--- src/rtl/uart_pkg.sv ---
// ---------------------------------------------------------------------------
// uart_pkg
// Shared definitions for the colour-byte UART receiver.
//   rx_state_t : receiver state encoding
//   half_bit() : start-bit mid-point count for a given clocks-per-bit value
// ---------------------------------------------------------------------------
package uart_pkg;

  typedef enum logic [2:0] {
    IDLE      = 3'd0,
    START     = 3'd1,
    DATA      = 3'd2,
    STOP      = 3'd3,
    WAIT_HIGH = 3'd4
  } rx_state_t;

  // Count at which the middle of the start bit is reached, measured from the
  // cycle after the falling edge was seen on the synchronised line.
  function automatic int half_bit(input int clks_per_bit);
    return (clks_per_bit - 1) / 2;
  endfunction

endpackage

--- src/rtl/uart_colour_rx_if.sv ---
// ---------------------------------------------------------------------------
// uart_colour_rx_if
// Valid/ready byte stream between the UART receiver and its consumer.
//   o_Data  : received byte, meaningful only while o_Valid is 1
//   o_Valid : o_Data holds an unconsumed byte
//   i_Ready : consumer can accept a byte this cycle
// A transfer happens on every clock edge where o_Valid && i_Ready.
// master = byte producer (receiver), slave = byte consumer (driver glue).
// ---------------------------------------------------------------------------
interface uart_colour_rx_if;

  logic [7:0] o_Data;
  logic       o_Valid;
  logic       i_Ready;

  modport master (
    output o_Data,
    output o_Valid,
    input  i_Ready
  );

  modport slave (
    input  o_Data,
    input  o_Valid,
    output i_Ready
  );

endinterface

--- src/rtl/sync_2ff.sv ---
// ---------------------------------------------------------------------------
// sync_2ff
// Two-flop synchroniser for a single asynchronous input.
//   clk     : destination clock
//   rst_n   : asynchronous active-low reset
//   d       : asynchronous input
//   q       : synchronised output (two clocks of latency)
// RST_VAL sets the value both flops take in reset; use the idle level of the
// pin so that leaving reset never looks like an edge.
// ---------------------------------------------------------------------------
module sync_2ff #(
  parameter logic RST_VAL = 1'b1
) (
  input  logic clk,
  input  logic rst_n,
  input  logic d,
  output logic q
);

  logic meta;

  always_ff @(posedge clk or negedge rst_n) begin
    if (!rst_n) begin
      meta <= RST_VAL;
      q    <= RST_VAL;
    end else begin
      meta <= d;
      q    <= meta;
    end
  end

endmodule

--- src/rtl/uart_colour_rx.sv ---
// ---------------------------------------------------------------------------
// uart_colour_rx
// 8N1 UART receiver feeding a one-deep byte buffer with a valid/ready output.
// Sits in front of the WS2812 driver and supplies its colour byte.
//   i_Clock    : system clock (PLL output)
//   i_Rstn     : asynchronous active-low reset
//   i_Rx       : asynchronous serial input, idle high
//   stream     : byte output (o_Data / o_Valid / i_Ready), master side
//   o_Busy     : a frame is in progress (receiver not idle)
//   o_FrameErr : one-cycle pulse, stop bit sampled low (byte discarded)
//   o_Overrun  : one-cycle pulse, good byte dropped because buffer was full
// CLKS_PER_BIT must be at least 4.
// ---------------------------------------------------------------------------
module uart_colour_rx
  import uart_pkg::*;
#(
  parameter int CLKS_PER_BIT = 417
) (
  input  logic             i_Clock,
  input  logic             i_Rstn,
  input  logic             i_Rx,
  uart_colour_rx_if.master stream,
  output logic             o_Busy,
  output logic             o_FrameErr,
  output logic             o_Overrun
);

  localparam int HALF_BIT = half_bit(CLKS_PER_BIT);
  localparam int CNT_W    = $clog2(CLKS_PER_BIT);

  localparam logic [CNT_W-1:0] CNT_HALF = CNT_W'(HALF_BIT);
  localparam logic [CNT_W-1:0] CNT_LAST = CNT_W'(CLKS_PER_BIT - 1);

  logic             rx_s;
  rx_state_t        state;
  logic [CNT_W-1:0] cnt;
  logic [2:0]       idx;
  logic [7:0]       sr;
  logic [7:0]       data;
  logic             valid;
  logic             busy;
  logic             frame_err;
  logic             overrun;
  logic             transfer;

  // Line synchroniser: resets to the idle level so reset release is not a
  // start bit.
  sync_2ff #(
    .RST_VAL (1'b1)
  ) u_sync (
    .clk   (i_Clock),
    .rst_n (i_Rstn),
    .d     (i_Rx),
    .q     (rx_s)
  );

  assign transfer = valid && stream.i_Ready;

  // Receiver FSM and output buffer. The buffer lives in the same block
  // because a good stop bit and a consumer transfer can land on one edge.
  always_ff @(posedge i_Clock or negedge i_Rstn) begin
    if (!i_Rstn) begin
      state     <= IDLE;
      cnt       <= '0;
      idx       <= '0;
      sr        <= '0;
      data      <= '0;
      valid     <= 1'b0;
      busy      <= 1'b0;
      frame_err <= 1'b0;
      overrun   <= 1'b0;
    end else begin
      frame_err <= 1'b0;
      overrun   <= 1'b0;

      // Consumer took the byte; a load below overrides this.
      if (transfer) begin
        valid <= 1'b0;
      end

      case (state)
        IDLE: begin
          if (!rx_s) begin
            state <= START;
            cnt   <= '0;
            busy  <= 1'b1;
          end
        end

        START: begin
          if (cnt == CNT_HALF) begin
            if (!rx_s) begin
              state <= DATA;
              cnt   <= '0;
              idx   <= '0;
            end else begin
              // Line went back high before mid-bit: glitch, not a frame.
              state <= IDLE;
              busy  <= 1'b0;
            end
          end else begin
            cnt <= cnt + 1'b1;
          end
        end

        DATA: begin
          if (cnt == CNT_LAST) begin
            sr  <= {rx_s, sr[7:1]};
            cnt <= '0;
            if (idx == 3'd7) begin
              state <= STOP;
            end else begin
              idx <= idx + 3'd1;
            end
          end else begin
            cnt <= cnt + 1'b1;
          end
        end

        STOP: begin
          if (cnt == CNT_LAST) begin
            cnt <= '0;
            if (rx_s) begin
              // Re-arm straight away so a back-to-back start bit is caught.
              state <= IDLE;
              busy  <= 1'b0;
              if (!valid || transfer) begin
                data  <= sr;
                valid <= 1'b1;
              end else begin
                overrun <= 1'b1;
              end
            end else begin
              frame_err <= 1'b1;
              state     <= WAIT_HIGH;
            end
          end else begin
            cnt <= cnt + 1'b1;
          end
        end

        WAIT_HIGH: begin
          // A held-low break must not retrigger START, so wait for idle.
          if (rx_s) begin
            state <= IDLE;
            busy  <= 1'b0;
          end
        end

        default: begin
          state <= IDLE;
          busy  <= 1'b0;
        end
      endcase
    end
  end

  assign stream.o_Data  = data;
  assign stream.o_Valid = valid;
  assign o_Busy         = busy;
  assign o_FrameErr     = frame_err;
  assign o_Overrun      = overrun;

endmodule

--- src/flat_wrapper.sv ---
// flat-port wrapper written by rule: the top's interface ports become plain ports
module uart_colour_rx_flat import uart_pkg::*;
#(
  parameter int CLKS_PER_BIT = 417
)
  (i_Clock, i_Rstn, i_Rx, o_Busy, o_FrameErr, o_Overrun, stream_o_Data, stream_o_Valid, stream_i_Ready);
  uart_colour_rx_if stream_i ();
  input  logic i_Clock;
  input  logic i_Rstn;
  input  logic i_Rx;
  output logic o_Busy;
  output logic o_FrameErr;
  output logic o_Overrun;
  output wire logic [$bits(stream_i.o_Data)-1:0] stream_o_Data;
  output wire logic [$bits(stream_i.o_Valid)-1:0] stream_o_Valid;
  input wire logic [$bits(stream_i.i_Ready)-1:0] stream_i_Ready;
  assign stream_o_Data = stream_i.o_Data;
  assign stream_o_Valid = stream_i.o_Valid;
  assign stream_i.i_Ready = stream_i_Ready;
  uart_colour_rx #(.CLKS_PER_BIT(CLKS_PER_BIT)) u_core (.i_Clock(i_Clock), .i_Rstn(i_Rstn), .i_Rx(i_Rx), .stream(stream_i), .o_Busy(o_Busy), .o_FrameErr(o_FrameErr), .o_Overrun(o_Overrun));
endmodule
--- config.mk ---
export PLATFORM = sky130hd
export DESIGN_NAME = uart_colour_rx_flat
export DESIGN_NICKNAME = d
export VERILOG_FILES = /design/src/rtl/uart_pkg.sv /design/src/rtl/uart_colour_rx_if.sv /design/src/rtl/sync_2ff.sv /design/src/rtl/uart_colour_rx.sv /design/src/flat_wrapper.sv
export SDC_FILE = /design/constraint.sdc
export NUM_CORES = 1
export LEC_CHECK = 0
export ABC_CLOCK_PERIOD_IN_PS = 2950
export BUFFER_PORTS_ARGS = -buffer_cell sky130_fd_sc_hd__buf_2
export CAP_MARGIN = 20
export CORE_ASPECT_RATIO = 1.75
export CORE_MARGIN = 2
export CORE_UTILIZATION = 47
export DETAILED_ROUTE_END_ITERATION = 12
export GPL_ROUTABILITY_DRIVEN = 0
export PLACE_DENSITY_LB_ADDON = 0.15
export SYNTH_ARGS = -nofsm -noshare
export SYNTH_HDL_FRONTEND = slang
export SYNTH_HIERARCHICAL = 1
export SYNTH_SLANG_ARGS = --single-unit
export TNS_END_PERCENT = 50
--- constraint.sdc ---
create_clock -name i_Clock -period 2.95 [get_ports i_Clock]
set_input_delay 0.295 -clock i_Clock [delete_from_list [all_inputs] [get_ports i_Clock]]
set_output_delay 0.295 -clock i_Clock [all_outputs]
set_load 0.05 [all_outputs]
==> flow_metrics.tcl, run 1 <==
set metrics [dict create \
    cts.sinks 37 \
    antenna_cells 0 \
    routed_wl_um 3600 \
    peakVddDrop_v 0.000351 \
    die-area_um2 4490 \
    rsz0062_at_grt "no" \
    core_area_um2 3830 \
    hold_class "in2async" \
    fin_area_um2 2030 \
    timing.fmax_mhz 444 \
    top_layer "met4" \
    reg2reg_from "u_core/cnt[0]" \
    antenna_found_initial 0 \
    dpl.cell_count 219 \
    cts-buffers-inserted 5 \
    core.rowCount 30 \
    cts.repair.resized 0 \
    yosysSeqAreaShare 0.500 \
    wl_met1_um 1400 \
    wl_per_cell_um 15.9 \
    drtIter0Drc 23 \
    postRouteAntennaNets 0 \
    finalSetupTns_ns 0 \
    portBuffers 15 \
    tritoncts "done" \
    grtUsageTotal 0.189 \
    vias_per_cell 5.85 \
    postCtsHoldBufs 0 \
    yosysMostFrequentCell "dfrtp_1" \
    grt_max_degree 38 \
    clockBufferDepth 2 \
    timing.rr.end "u_core/stream.o_Data[3]" \
    power_density_nw_per_um2 422 \
    synth-seq-cells 37 \
    postCtsSetupRepairBufs 0 \
    final_cells 227 \
    dp_hpwl_um 2550 \
    status "finished clean" \
    worstPathRequired_ns 3.12 \
    met3_length_um 106 \
    rrSetupSlack_ns 0.70 \
    synth_cells 164 \
    die_h_um 87.1 \
    clk_pin_slew_ns 0.07 \
    first_pass_iters 4 \
    ys_types 49 \
    routed-via-count 1329 \
    utilization 0.530 \
    skew_ns 0.00422 \
    drc 0 \
    worstMarginPinSlew_ns 0.799 \
    grt_pass1_vias 1366 \
    die_w_um 51.5 \
    crit_path_end_kind "flop" \
    period_share 0.764 \
    p_leak_nw 0.955 \
    synth_top_cells_by_count "dfrtp_1 (35), inv_1 (10), nand2_1 (10)" \
    synth.net_count 172 \
    synth_top_area_cell "dfrtp_1" \
    synth_edf_count 0 \
    synthesis.area_um2 1860 \
    r2r_cells 6 \
    finalSetupViolations 0 \
    clk_latency_ns 0.29 \
    drive_gt1_frac 0.229 \
    worst-path-max-fanout 8 \
    syn2layout_area_growth_pct 9.44 \
    start_util 0.485 \
    crit_type "reg2reg" \
    dr_wl_met2_um 2010 \
    ys_top_cells_by_area "dfrtp_1 (47%), mux2_1 (4.9%), mux2_2 (4.2%)" \
    drv_cap 0 \
    async_flop_share 1.00 \
    grt_first_pass_wirelength_um 6330 \
    overflow 0 \
    startpoint_type "flop" \
    ioPinCount 16 \
    finalHoldViolations 0 \
    syn_area_per_cell_um2 11.3 \
    ys.flop_type "dfrtp_1" \
    critPathArrivalTime_ns 2.42 \
    place_area_um2 1950 \
    final_nets 186 \
    cts_root_buffer "clkbuf_8" \
    yosysWarnings 6 \
    fin_crit_ns 2.25 \
    maxSlewViolCount 0 \
    whs_ns 0.0948 \
    h-tree-depth 2 \
    yosys.area.top_type_share 0.472 \
    maxSlewHeadroom 0.467 \
]
-- per-layer routing --
metal,GRT usage,vias up
met1,0.201,658
met2,0.340,29
met5,0,-
li1,-,636
met4,0.0981,0
met3,0.0395,6
-- how the worst max path moves through the flow --
| stage | from | endpoint | slack, ns | cells after the start |
|---|---|---|---|---|
| 5_1_grt | u_core/cnt[0] | u_core/stream.o_Data[4] | 0.53 | 6 |
| 4_1_cts | u_core/cnt[0] | u_core/stream.o_Data[3] | 0.69 | 6 |
| 2_1_floorplan | u_core/cnt[0] | u_core/stream.o_Data[0] | 1.05 | 7 |
| 6_report | u_core/cnt[0] | u_core/stream.o_Data[3] | 0.70 | 6 |
| 3_5_place_dp | u_core/cnt[0] | u_core/stream.o_Data[3] | 0.72 | 6 |
| 3_3_place_gp | u_core/cnt[0] | u_core/stream.o_Data[7] | 0.74 | 6 |
-- state kept, by name, summed over array words and instances, names as in the netlist --
name / cells
u_core/o_Overrun: 1
u_core/o_Busy: 1
u_core/state: 3
u_core/o_FrameErr: 1
u_core/cnt: 9
u_core/u_sync/q: 1
u_core/idx: 3
u_core/u_sync/meta: 1
u_core/sr: 8
u_core/stream.o_Valid: 1
u_core/stream.o_Data: 8
-- critical path: stages (launching register included) --
cell     delay [ns]
dfrtp_1        0.42
inv_1          0.07
ha_1           0.15
nor3b_2        0.37
and4_1         0.30
and4_1         0.45
mux2_1         0.37
-- report_power, final --
part / internal [mW] / switching (mW) / leakage [nW]
logic: 0.00280 / 0.0109 / 0.420
clock network: 0.163 / 0.168 / 0.0450
registers: 0.510 / 0.00193 / 0.490
total: 0.676 / 0.181 / 0.955
-- stage by stage --
step                      worst slack [ns]  power [mW]
after CTS                            0.695       0.875
after floorplan                       1.05       0.524
final                                0.695       0.857
after detailed placement             0.722       0.536
after global routing                 0.526       0.895
after global placement               0.745       0.535
-- cells by family (layout without fill, tap and decap cells) --
kind of cell / after synthesis / after routing / synth area share
and+or+nand+nor: 48 / 48 / 0.163
AOI/OAI and AO/OA: 40 / 40 / 0.167
DFF: 37 / 37 / 0.500
buffers and inverters: 18 / 33 / 0.0432
muxes: 15 / 15 / 0.0910
adders and majority gates: 4 / 4 / 0.0270
xor gates and xnor gates: 2 / 2 / 0.00944
-- layout by cell type, fill, tap and decap left out, types with 2 or more instances in the layout --
cell type,n
dfrtp_1,35
buf_2,15
inv_1,10
nand2_1,10
mux2_1,8
o21ai_0,8
mux2_2,7
o211ai_1,6
clkbuf_8,5
nor2_1,5
nor3_1,5
nand3_1,4
o2bb2ai_1,4
ha_1,4
nand2b_1,3
nand4_1,3
and4_1,3
o21a_1,3
o2111ai_1,3
clkinv_2,2
nor3b_2,2
o21ai_2,2
or3_1,2
a21oi_1,2
or2_2,2
xnor2_1,2
dfstp_2,2
-- area by class of cell --
type	count	area, um2
repair buffers	15	75.1
flip-flops and latches	37	928
fillers	375	1800
clock buffers	6	72.6
inverters	10	37.5
well taps	48	60.1
multi-input cells	109	847
clock inverters	2	10.0
(Power assumes the default switching activity.)
==> run 2: changes to the inputs <==
--- a/config.mk
+++ b/config.mk
@@ -5,7 +5,8 @@
 export SDC_FILE = /design/constraint.sdc
 export NUM_CORES = 1
 export LEC_CHECK = 0
-export ABC_CLOCK_PERIOD_IN_PS = 2950
+export ABC_AREA = 1
+export ABC_CLOCK_PERIOD_IN_PS = 2100
 export BUFFER_PORTS_ARGS = -buffer_cell sky130_fd_sc_hd__buf_2
 export CAP_MARGIN = 20
 export CORE_ASPECT_RATIO = 1.75
==> constraint.sdc (replaced) <==
create_clock -name i_Clock -period 2.1 [get_ports i_Clock]
set_input_delay 0.21 -clock i_Clock [delete_from_list [all_inputs] [get_ports i_Clock]]
set_output_delay 0.21 -clock i_Clock [all_outputs]
set_load 0.05 [all_outputs]
==> run 2 against run 1 <==
- synthesized cell count rose by 27%
- total power is 50% higher
- non-clock buffer count is the same
- routed wire length is 5.0% lower
- largest power group unchanged
- critical path depth up 5
- fmax is 36% higher
- critical endpoint is now u_core/state[1]
- first-iteration DRC count rose by 39%
- synthesized area fell by 1.2%
- register-to-register slack got worse by 0.25 ns
- cell count increased by 22%
- sequential power up 40%
==> flow_metrics.tcl, run 2 <==
set metrics [dict create \
    hold_class "in2async" \
    finalHoldViolations 0 \
    die-area_um2 4430 \
    routed_wl_um 3420 \
    vias_per_cell 4.96 \
    postCtsSetupRepairBufs 0 \
    startpoint_type "flop" \
    start_util 0.483 \
    synthesis.area_um2 1830 \
    clockBufferDepth 2 \
    ys.flop_type "dfrtp_1" \
    final_cells 277 \
    synth.net_count 217 \
    worstMarginPinSlew_ns 0.809 \
    fin_crit_ns 1.66 \
    final_cell_mix "nand2_1 (59), dfrtp_1 (35), inv_1 (26)" \
    power_frac_comb 0.017 \
    yosysMostFrequentCell "nand2_1" \
    drv_cap 0 \
    largest-register "u_core/cnt" \
    tritoncts "done" \
    p_sw_mw 0.268 \
    synth_top_cells_by_count "nand2_1 (59), dfrtp_1 (35), inv_1 (26)" \
    synth_top_area_cell "dfrtp_1" \
    p_leak_nw 1.07 \
    power_density_nw_per_um2 628 \
    first_pass_iters 5 \
    maxSlewViolCount 0 \
    portBuffers 15 \
    yosys.area.top_type_share 0.478 \
    core.rowCount 30 \
    crit_type "reg2reg" \
    layout_commonest_cell "nand2_1" \
    crit_path_end_kind "flop" \
    pwr-share-seq 0.560 \
    clk_latency_ns 0.29 \
    final_nets 236 \
    cts.repair.resized 0 \
    r2r_cells 11 \
    syn_area_per_cell_um2 8.77 \
    overflow 0 \
    synth-seq-cells 37 \
    antenna_cells 0 \
    grt_first_pass_wirelength_um 6310 \
    core_area_um2 3790 \
    postRouteAntennaNets 0 \
    synth_cells 209 \
    die_w_um 51.2 \
    peakVddDrop_v 0.000489 \
    async_flop_share 1.00 \
    drc 0 \
    yosysWarnings 6 \
    worstPathRequired_ns 2.28 \
    wl_per_cell_um 12.3 \
    endpoint "u_core/state[1]" \
    worst-path-max-fanout 6 \
    timing.rr.end "u_core/state[1]" \
    timing.fmax_mhz 603 \
    yosysSeqAreaShare 0.506 \
    slowest_stage "dfrtp_1" \
    clockPowerShare 0.423 \
    maxSlewHeadroom 0.460 \
    switching_share 0.208 \
    cts_root_buffer "clkbuf_8" \
    ys_top_cells_by_area "dfrtp_1 (48%), nand2_1 (12%), inv_1 (5.3%)" \
    cpPeakStageDelay_ns 0.42 \
    dpl.cell_count 269 \
    postCtsHoldBufs 0 \
    routed-via-count 1375 \
    cp-startpoint "u_core/cnt[0]" \
    critPathArrivalTime_ns 1.84 \
    skew_ns 0.00440 \
    ys_types 30 \
    synth_edf_count 0 \
    period_share 0.790 \
    status "finished clean" \
    syn2layout_area_growth_pct 11.5 \
    drive_gt1_frac 0.197 \
    h-tree-depth 2 \
    cts.sinks 37 \
    cp_common_cell "nand2_1" \
    ioPinCount 16 \
    largest_reg_flops 9 \
    rrSetupSlack_ns 0.44 \
    clk_pin_slew_ns 0.07 \
    reg2reg_from "u_core/cnt[0]" \
    die_h_um 86.6 \
    dp_hpwl_um 2560 \
    antenna_found_initial 0 \
    cts-buffers-inserted 5 \
    p_int_mw 1.02 \
    rsz0062_at_grt "no" \
    grt_max_degree 38 \
    grt_pass1_vias 1408 \
    drtIter0Drc 32 \
    finalSetupViolations 0 \
    finalSetupTns_ns 0 \
    grtUsageTotal 0.189 \
    path_cells "inv_1 > ha_1 > nand2_1 > nor2_4 > nand3_1 > nand2_1 > nand2_1 > nor2_2 > nand2_1 > nand2_1 > nand2_1" \
]
run 2: cell count changes in the layout (fill, tap and decap cells not counted), moves of 4 or more:
cell / before / now
xor2_1: 0 / 4
nand3_1: 4 / 14
o21ai_0: 8 / 13
nand2_1: 10 / 59
o2bb2ai_1: 4 / 0
o211ai_1: 6 / 0
inv_1: 10 / 26
mux2_1: 8 / 0
mux2_2: 7 / 0
nor2_1: 5 / 13
o21ai_2: 2 / 9
run 2: how the worst min path moves through the flow:
stage                       from  slack, ns  cells past startpoint                  to
final                     i_Rstn       0.01                      1       u_core/cnt[5]
after global placement      i_Rx       0.32                      1  u_core/u_sync/meta
after CTS                   i_Rx       0.02                      1  u_core/u_sync/meta
after floorplan           i_Rstn      -0.09                      0       u_core/cnt[0]
after global routing        i_Rx       0.01                      1  u_core/u_sync/meta
after detailed placement    i_Rx       0.32                      1  u_core/u_sync/meta
run 2: metal layers:
metal  global-route usage  vias to the layer above  share of wire
met5                    0                        -              0
met4                0.103                        0          0.025
met3               0.0345                        9          0.030
met2                0.334                       25           0.55
met1                0.206                      638           0.40
li1                     -                      703              -
run 2: logic make-up after synthesis:
| kind of cell | after synthesis | share of synthesized area |
|---|---|---|
| simple gates | 102 | 0.265 |
| flops | 37 | 0.506 |
| compound gates | 31 | 0.107 |
| buf+inv | 30 | 0.0703 |
| xor+xnor | 5 | 0.0239 |
| fa+ha+maj | 4 | 0.0273 |
run 2: area by class of cell:
cell class / instances / area (um2)
timing repair buffer: 15 / 75.1
sequential: 37 / 928
inverter: 27 / 103
clock inverter: 1 / 5.00
fill: 372 / 1750
tap: 48 / 60.1
clock buffer: 7 / 96.3
multi-input combinational: 142 / 776
run 2: per-stage QoR:
stage | hold WS (ns) | area (um2) | total power, mW | setup slack (ns) | util
floorplan | -0.0856 | 1830 | 0.736 | 0.601 | -
global placement | 0.316 | 1940 | 0.755 | 0.478 | 0.512
detailed placement | 0.323 | 1940 | 0.755 | 0.448 | 0.512
CTS | 0.0176 | 2040 | 1.31 | 0.430 | 0.539
global route | 0.0119 | 2040 | 1.34 | 0.135 | 0.539
finish | 0.0115 | 2040 | 1.28 | 0.441 | 0.539
run 2: worst max-delay path: cells and delay by family (launching register included):
| family | cells | cell delay (ns) |
|---|---|---|
| and+or+nand+nor | 9 | 0.94 |
| DFF | 1 | 0.42 |
| adders and majority gates | 1 | 0.13 |
| buffers and inverters | 1 | 0.07 |
run 2: power by group through the flow:
stage	registers, mW	logic (mW)	clock network [mW]
final	0.719	0.0214	0.543
after global routing	0.718	0.0262	0.594
after CTS	0.718	0.0229	0.565
after detailed placement	0.732	0.0228	0
after global placement	0.732	0.0227	0
after floorplan	0.731	0.00476	0
